### src/rtl/irsram_ctrl.sv
// irsram_ctrl: fills the irsram banks with a frame of rows, then drains them through a credit-limited output FIFO.
// Optional IRSRAM_CTRL_REVERSE_EN adds cfg_rev, which drains rows in reverse order.
`ifndef SRAM_NUM
`define SRAM_NUM 4
`endif

module irsram_ctrl_lane #(
  parameter int AW = 7,
  parameter int DW = 16
) (
  input  logic          clk,
  input  logic          rst,
  input  logic          we,
  input  logic          en,
  input  logic [AW-1:0] a,
  input  logic [DW-1:0] d,
  output logic          wen,
  output logic [AW-1:0] a_q,
  output logic [DW-1:0] d_q
);
  always_ff @(posedge clk) begin
    if (rst) begin
      wen <= 1'b1;
      a_q <= '0;
      d_q <= '0;
    end else begin
      wen <= ~we;
      if (en) a_q <= a;
      if (we) d_q <= d;
    end
  end
endmodule

module irsram_ctrl #(
  parameter int SRAM_NUM    = `SRAM_NUM,
  parameter int AW          = 7,
  parameter int DW          = 16,
  parameter int OFIFO_DEPTH = 4
) (
  input  logic                   clk,
  input  logic                   rst,
  input  logic                   start,
  input  logic [AW-1:0]          cfg_len,
`ifdef IRSRAM_CTRL_REVERSE_EN
  input  logic                   cfg_rev,
`endif
  output logic                   busy,
  output logic                   done,
  input  logic                   in_valid,
  output logic                   in_ready,
  input  logic [SRAM_NUM*DW-1:0] in_data,
  output logic                   out_valid,
  input  logic                   out_ready,
  output logic [SRAM_NUM*DW-1:0] out_data,
  output logic                   sram_CEN,
  output logic [SRAM_NUM-1:0]    sram_WEN,
  output logic [SRAM_NUM*AW-1:0] sram_A,
  output logic [SRAM_NUM*DW-1:0] sram_D,
  input  logic [SRAM_NUM*DW-1:0] sram_Q
);
  localparam int RW     = SRAM_NUM*DW;
  localparam int CW     = AW+1;
  localparam int STAGES = 1;
  localparam int FPW    = (OFIFO_DEPTH > 1) ? $clog2(OFIFO_DEPTH) : 1;
  localparam int FCW    = $clog2(OFIFO_DEPTH+1) + 1;

  typedef enum logic [1:0] {IDLE, FILL, DRAIN} state_t;
  state_t state_q, state_d;

  logic [CW-1:0]   len_q, wr_ptr, rd_cnt, out_cnt;
  logic [AW-1:0]   rd_idx, a_mux;
  logic [STAGES:0] vld_pipe;  // [0]: read on pins, [1]: sram_Q valid
  logic [RW-1:0]   fifo [OFIFO_DEPTH];
  logic [FPW-1:0]  f_wp, f_rp;
  logic [FCW-1:0]  fcnt, inflight;
  logic            wr_fire, rd_issue, push, pop, last_out, done_q, cen_q;

  function automatic logic [FPW-1:0] fnext(input logic [FPW-1:0] p);
    return (p == FPW'(OFIFO_DEPTH-1)) ? '0 : p + FPW'(1);
  endfunction

`ifdef IRSRAM_CTRL_REVERSE_EN
  logic rev_q;
  assign rd_idx = rev_q ? AW'(len_q - CW'(1) - rd_cnt) : rd_cnt[AW-1:0];
`else
  assign rd_idx = rd_cnt[AW-1:0];
`endif

  assign inflight  = FCW'(vld_pipe[0]) + FCW'(vld_pipe[1]);
  assign in_ready  = (state_q == FILL) && (wr_ptr < len_q);
  assign wr_fire   = in_valid & in_ready;
  // Credit covers FIFO occupancy plus reads still travelling through the bank.
  assign rd_issue  = (state_q == DRAIN) && (rd_cnt < len_q) &&
                     ((fcnt + inflight) < FCW'(OFIFO_DEPTH));
  assign push      = vld_pipe[STAGES];
  assign out_valid = (fcnt != '0);
  assign pop       = out_valid & out_ready;
  assign out_data  = out_valid ? fifo[f_rp] : '0;
  assign last_out  = pop && (out_cnt == len_q - CW'(1));
  assign busy      = (state_q != IDLE);
  assign done      = done_q;
  assign sram_CEN  = cen_q;
  assign a_mux     = wr_fire ? wr_ptr[AW-1:0] : rd_idx;

  always_comb begin
    state_d = state_q;
    case (state_q)
      IDLE:    if (start) state_d = FILL;
      FILL:    if (wr_fire && (wr_ptr == len_q - CW'(1))) state_d = DRAIN;
      DRAIN:   if (last_out) state_d = IDLE;
      default: state_d = IDLE;
    endcase
  end

  always_ff @(posedge clk) begin
    if (rst) begin
      state_q  <= IDLE;
      len_q    <= '0;
      wr_ptr   <= '0;
      rd_cnt   <= '0;
      out_cnt  <= '0;
      vld_pipe <= '0;
      f_wp     <= '0;
      f_rp     <= '0;
      fcnt     <= '0;
      done_q   <= 1'b0;
      cen_q    <= 1'b1;
`ifdef IRSRAM_CTRL_REVERSE_EN
      rev_q    <= 1'b0;
`endif
    end else begin
      state_q  <= state_d;
      done_q   <= last_out;
      cen_q    <= ~(wr_fire | rd_issue);
      vld_pipe <= {vld_pipe[STAGES-1:0], rd_issue};
      if (state_q == IDLE && start) begin
        len_q   <= (cfg_len == '0) ? CW'(2**AW) : {1'b0, cfg_len};
        wr_ptr  <= '0;
        rd_cnt  <= '0;
        out_cnt <= '0;
`ifdef IRSRAM_CTRL_REVERSE_EN
        rev_q   <= cfg_rev;
`endif
      end else begin
        if (wr_fire)  wr_ptr  <= wr_ptr + CW'(1);
        if (rd_issue) rd_cnt  <= rd_cnt + CW'(1);
        if (pop)      out_cnt <= out_cnt + CW'(1);
      end
      if (push) f_wp <= fnext(f_wp);
      if (pop)  f_rp <= fnext(f_rp);
      if (push && !pop)      fcnt <= fcnt + FCW'(1);
      else if (pop && !push) fcnt <= fcnt - FCW'(1);
    end
  end

  always_ff @(posedge clk) begin
    if (push) fifo[f_wp] <= sram_Q;
  end

  for (genvar i = 0; i < SRAM_NUM; i++) begin : g_lane
    irsram_ctrl_lane #(.AW(AW), .DW(DW)) u_lane (
      .clk (clk),
      .rst (rst),
      .we  (wr_fire),
      .en  (wr_fire | rd_issue),
      .a   (a_mux),
      .d   (in_data[(i+1)*DW-1 -: DW]),
      .wen (sram_WEN[i]),
      .a_q (sram_A[(i+1)*AW-1 -: AW]),
      .d_q (sram_D[(i+1)*DW-1 -: DW])
    );
  end
endmodule

### config.mk
export PLATFORM = sky130hd
export DESIGN_NAME = irsram_ctrl
export DESIGN_NICKNAME = d
export VERILOG_FILES = /design/src/rtl/irsram_ctrl.sv
export SDC_FILE = /design/constraint.sdc
export NUM_CORES = 1
export LEC_CHECK = 0
export CAP_MARGIN = 20
export CORE_AREA = 2 2 174 176
export DETAILED_ROUTE_END_ITERATION = 12
export DIE_AREA = 0 0 176 178
export PLACE_DENSITY = 0.8
export SYNTH_ARGS = -nofsm -noshare
export SYNTH_HDL_FRONTEND = slang
export SYNTH_SLANG_ARGS = --single-unit
### constraint.sdc
create_clock -name clk -period 3.29 [get_ports clk]
set_input_delay 0.4935 -clock clk [delete_from_list [all_inputs] [get_ports clk]]
set_output_delay 0.4935 -clock clk [all_outputs]
set_load 0.01 [all_outputs]
==> report_table.html <==
<table>
<tr><th>Metric</th><th>Value</th></tr>
<tr><th colspan="2">Pwr</th></tr>
<tr><td>Sequential power share</td><td>0.430</td></tr>
<tr><td>Clock group share of total power</td><td>0.335</td></tr>
<tr><td>Switching share of power</td><td>0.2472</td></tr>
<tr><td>Pwr/cell area</td><td>617.9 nW/µm²</td></tr>
<tr><td>Standby leakage power</td><td>6.548 nW</td></tr>
<tr><td>Sw Pwr</td><td>0.003011 W</td></tr>
<tr><td>Part of the total power dissipated in combinational logic</td><td>0.234</td></tr>
<tr><td>Cell internal pwr</td><td>0.009167 W</td></tr>
<tr><td>Worst vdd ir</td><td>0.3320 mV</td></tr>
<tr><th colspan="2">Synth</th></tr>
<tr><td>Net count after synthesis</td><td>1242</td></tr>
<tr><td>Count of flip-flops with a built-in enable after synthesis</td><td>256</td></tr>
<tr><td>Post-Syn Instances</td><td>1073</td></tr>
<tr><td>Multiplexer share of the synthesized area</td><td>0.09748</td></tr>
<tr><td>Warning count from the yosys run</td><td>0</td></tr>
<tr><td>Mean instance size in the synthesized netlist</td><td>14.07 µm²</td></tr>
<tr><td>XOR/XNOR share of the synthesized area</td><td>0.02487</td></tr>
<tr><td>Area share of fa/ha/maj cells after synthesis</td><td>0.02454</td></tr>
<tr><td>Number of distinct library cell variants in the gate-level netlist after synthesis</td><td>47</td></tr>
<tr><td>Post-synth top area cell</td><td>edfxtp_1</td></tr>
<tr><td>Most area-consuming cells after synthesis</td><td>edfxtp_1 (51%), dfxtp_1 (16%), mux4_2 (9.5%)</td></tr>
<tr><td>Post-synth design cell area</td><td>15090 µm²</td></tr>
<tr><td>Compound-gate portion of the synthesized area</td><td>0.05098</td></tr>
<tr><td>Post-synthesis async set-or-reset flop share</td><td>0</td></tr>
<tr><td>Most common flop cell mapped by yosys</td><td>edfxtp_1</td></tr>
<tr><td>Flops &amp; latches, synth</td><td>376</td></tr>
<tr><td>Proportion of netlist area held by the largest area contributor</td><td>0.5093</td></tr>
<tr><td>Fraction of the mapped netlist area in simple logic gates</td><td>0.1016</td></tr>
<tr><td>Fraction of the yosys area taken by sequential cells</td><td>0.6684</td></tr>
<tr><td>Main combinational cell family by area after synthesis</td><td>simple AND/OR/NAND/NOR gates</td></tr>
<tr><th colspan="2">Timing</th></tr>
<tr><td>FMAX</td><td>320.6 MHz</td></tr>
<tr><td>Smallest hold slack</td><td>0.4518 ns</td></tr>
<tr><td>Worst clock skew</td><td>0.01574 ns</td></tr>
<tr><td>RSZ-0062 raised after global routing</td><td>no</td></tr>
<tr><td>Setup violators final</td><td>0</td></tr>
<tr><td>Slew at the pin closest to its max-slew limit</td><td>0.7102 ns</td></tr>
<tr><td>Fin. Hold Viols</td><td>0</td></tr>
<tr><td>Final critical delay including setup and external delays</td><td>3.119 ns</td></tr>
<tr><td>Post-route setup slack</td><td>0.1706 ns</td></tr>
<tr><td>Part of the cycle the worst path needs</td><td>0.9482</td></tr>
<tr><td>Relative slew margins</td><td>0.5265</td></tr>
<tr><td>Final-report max-slew violation count</td><td>0</td></tr>
<tr><td>Setup TNS</td><td>0 ns</td></tr>
<tr><th colspan="2">Detailed routing</th></tr>
<tr><td>Final routed wire length divided by cell count</td><td>18.97 µm</td></tr>
<tr><td>Count of TritonRoute iterations in the first routing pass</td><td>7</td></tr>
<tr><td>Number of remaining DRC errors</td><td>0</td></tr>
<tr><td>Routed wire length on met3</td><td>2747 µm</td></tr>
<tr><td>Via total after detailed routing</td><td>9535</td></tr>
<tr><td>Count of antenna-violating nets left after detailed routing</td><td>0</td></tr>
<tr><td>Highest routing layer actually used</td><td>met5</td></tr>
<tr><td>Detailed-route wire length on metal 1</td><td>13470 µm</td></tr>
<tr><td>Post-detailed-routing wire length</td><td>33680 µm</td></tr>
<tr><td>Detail Route met2 WL</td><td>16860 µm</td></tr>
<tr><td>First DRT Iteration DRCs</td><td>686</td></tr>
<tr><td>Vias per cell</td><td>5.369</td></tr>
<tr><th colspan="2">Worst setup path</th></tr>
<tr><td>Master of the slowest instance on the critical path</td><td>or4_2</td></tr>
<tr><td>CP Depth</td><td>4</td></tr>
<tr><td>Kind of start point of the critical path</td><td>flop</td></tr>
<tr><td>Buffer and inverter count on the worst path</td><td>2</td></tr>
<tr><td>Kind of cell with the highest combined delay on the critical path</td><td>simple AND/OR/NAND/NOR gates</td></tr>
<tr><td>Worst path arrival time</td><td>2.63 ns</td></tr>
<tr><td>Critical path capture point type</td><td>primary output</td></tr>
<tr><td>Cell-by-cell trace of the critical path</td><td>or4_2 &gt; buf_4 &gt; and2_1 &gt; clkdlybuf4s50_1</td></tr>
<tr><td>Kind of critical path</td><td>reg2out</td></tr>
<tr><td>Required @ worst endpoint</td><td>2.80 ns</td></tr>
<tr><td>Largest fanout on the critical path</td><td>65</td></tr>
<tr><td>Cells on worst reg2reg path</td><td>8</td></tr>
<tr><td>Biggest cell delay along the critical path</td><td>0.67 ns</td></tr>
<tr><td>Register-to-register setup slack</td><td>0.59 ns</td></tr>
<tr><th colspan="2">Floorplanning</th></tr>
<tr><td>I/O pin cnt</td><td>305</td></tr>
<tr><td>Area of the core region</td><td>29400 µm²</td></tr>
<tr><td>Die ar.</td><td>31330 µm²</td></tr>
<tr><td>Vertical die dimension</td><td>178 µm</td></tr>
<tr><td>Die boundary width</td><td>176 µm</td></tr>
<tr><td>Cell row count</td><td>63</td></tr>
<tr><td>Starting Density</td><td>0.5134</td></tr>
<tr><th colspan="2">Worst hold path</th></tr>
<tr><td>Path type of the worst min-delay path</td><td>reg2reg</td></tr>
<tr><td>Cell depth of the worst hold path</td><td>2</td></tr>
<tr><th colspan="2">Global routing</th></tr>
<tr><td>Pin count of the biggest net entering global routing</td><td>69</td></tr>
<tr><td>Global-route wire length before repair</td><td>51820 µm</td></tr>
<tr><td>Global route overflow</td><td>0</td></tr>
<tr><td>Number of antenna violations at the first check in global routing</td><td>3</td></tr>
<tr><td>Global router's overall resource usage</td><td>0.2126</td></tr>
<tr><td>Number of global-route vias before repair</td><td>9630</td></tr>
<tr><th colspan="2">Clocking</th></tr>
<tr><td>CTS Buffer Depth</td><td>3</td></tr>
<tr><td>Post-CTS Hold Fix Bufs</td><td>0</td></tr>
<tr><td>Number of clock sinks</td><td>376</td></tr>
<tr><td>TritonCTS buffer count</td><td>38</td></tr>
<tr><td>Clock slew at the register clock pins of the worst setup and hold paths</td><td>0.06 ns</td></tr>
<tr><td>Number of H-tree levels</td><td>2</td></tr>
<tr><td>Skew-Pair Late Insertion Delay</td><td>0.52 ns</td></tr>
<tr><td>Clock Root Buffer</td><td>clkbuf_16</td></tr>
<tr><td>Clock tree from TritonCTS</td><td>done</td></tr>
<tr><th colspan="2">Finish</th></tr>
<tr><td>Area Growth Syn to Fin</td><td>30.56%</td></tr>
<tr><td># fillers</td><td>2018</td></tr>
<tr><td>Layout cells sized above 1</td><td>0.1091</td></tr>
<tr><td>Most common cell after layout, fill and taps aside</td><td>clkdlybuf4s50_1</td></tr>
<tr><td>Post-layout nets</td><td>1530</td></tr>
<tr><td>Area of combinational cells with multiple inputs</td><td>4538 µm²</td></tr>
<tr><td>Top library cells by usage in the layout, fill and taps aside</td><td>clkdlybuf4s50_1 (303), edfxtp_1 (256), nand2_1 (171), dfxtp_1 (118), a21oi_1 (100)</td></tr>
<tr><td>Sequential Area</td><td>10090 µm²</td></tr>
<tr><td>Final Instance Count excl. Fillers</td><td>1776</td></tr>
<tr><th colspan="2">Run</th></tr>
<tr><td>Max Cap Viol</td><td>0</td></tr>
<tr><th colspan="2">Place</th></tr>
<tr><td>Post-DP HPWL</td><td>22180 µm</td></tr>
<tr><td>Final weighted congestion of routability-driven global placement</td><td>0.8868</td></tr>
<tr><td>Worst Setup Slack post-DPL</td><td>0.5063 ns</td></tr>
<tr><td>Input/output buffers</td><td>304</td></tr>
<tr><td>DP Cell Count</td><td>1711</td></tr>
<tr><th colspan="2">Status</th></tr>
<tr><td>Status</td><td>completed</td></tr>
</table>
-- metrics by stage --
| step | power, W | area, µm² | utilization |
|---|---|---|---|
| 3_3_place_gp | 0.008139 | 18520 | 0.6298 |
| 4_1_cts | 0.01230 | 19700 | 0.6700 |
| 6_report | 0.01218 | 19710 | 0.6703 |
| 3_5_place_dp | 0.008198 | 18520 | 0.6298 |
| 2_1_floorplan | 0.006766 | 15090 | - |
| 5_1_grt | 0.01268 | 19710 | 0.6702 |
-- worst register-to-register path, stage by stage (launching register included) --
cell	delay [ns]
dfxtp_1	0.48
inv_1	0.14
ha_1	0.32
a21oi_1	0.09
o2111ai_1	0.45
or2_2	0.46
buf_12	0.29
nor2_1	0.08
a211oi_1	0.28
-- synth_stat cells, types with 2 or more instances --
library cell	number
nand2_1	171
buf_1	7
a21oi_1	101
xnor3_1	5
xnor2_1	20
dfxtp_1	120
nor4b_1	2
nor2b_1	2
clkbuf_1	47
edfxtp_1	256
nor2_1	39
nor3b_1	5
xor2_1	10
inv_1	22
or3_1	5
o21ai_0	6
nand2b_1	2
nand3_1	8
o2111ai_1	2
o211ai_1	2
and2_1	70
buf_4	25
and3_1	4
nor4_1	3
a221oi_1	4
nand4_1	7
or4_1	4
ha_1	28
o31ai_1	2
mux2i_1	3
a211oi_1	3
mux4_2	64
nor3_1	5
a211o_1	2
a21o_1	5
-- cells by family after synthesis --
| family | Yosys count |
|---|---|
| compound gates | 135 |
| xor+xnor | 35 |
| flops | 376 |
| simple gates | 329 |
| fa+ha+maj | 29 |
| buf+inv | 102 |
| mux | 67 |
-- routing by layer --
metal / vias up / GRT usage
met5: - / 0
met4: 2 / 0.05544
met3: 47 / 0.05477
met2: 382 / 0.3678
met1: 4641 / 0.2684
li1: 4463 / -
-- power groups by stage --
stage	combinational (W)	clock, W	sequential, W
4_1_cts	0.00288	0.00418	0.00524
2_1_floorplan	0.00147	0	0.00529
3_5_place_dp	0.00286	0	0.00534
5_1_grt	0.00308	0.00435	0.00525
6_report	0.00286	0.00409	0.00524
3_3_place_gp	0.00280	0	0.00534
-- final cells by class --
type | count | area share
clock inverter | 12 | 0.006476
inverter | 22 | 0.004190
clock buffer | 51 | 0.05346
tap | 390 | 0.02476
antenna | 2 | 0.0002540
multi-input combinational | 595 | 0.2303
sequential | 376 | 0.5122
timing repair buffer | 328 | 0.1684
-- state kept, by name, indices dropped and copies added (netlist names), named ones only --
name / count
fcnt: 4
rd_cnt: 8
g_lane.u_lane.d_q: 64
g_lane.u_lane.wen: 1
sram_CEN: 1
fifo: 256
len_q: 8
done: 1
f_wp: 2
g_lane.u_lane.a_q: 7
wr_ptr: 8
state_q: 2
out_cnt: 8
vld_pipe: 2
f_rp: 2
-- repair_timing --
item | CTS | global route
endpoints found under the setup margin | 0 | 1
buffers inserted | 0 | 0
resized for setup | 0 | 1
-- worst paths after layout --
check,startpoint,endpoint
hold / removal,g_lane[1].u_lane.d_q[11],g_lane[1].u_lane.d_q[11]
hold reg to reg,g_lane[1].u_lane.d_q[11],g_lane[1].u_lane.d_q[11]
setup reg to reg,len_q[5],g_lane[0].u_lane.a_q[5]
setup / recovery,fcnt[0],out_data[37]
(Power assumes the default switching activity.)
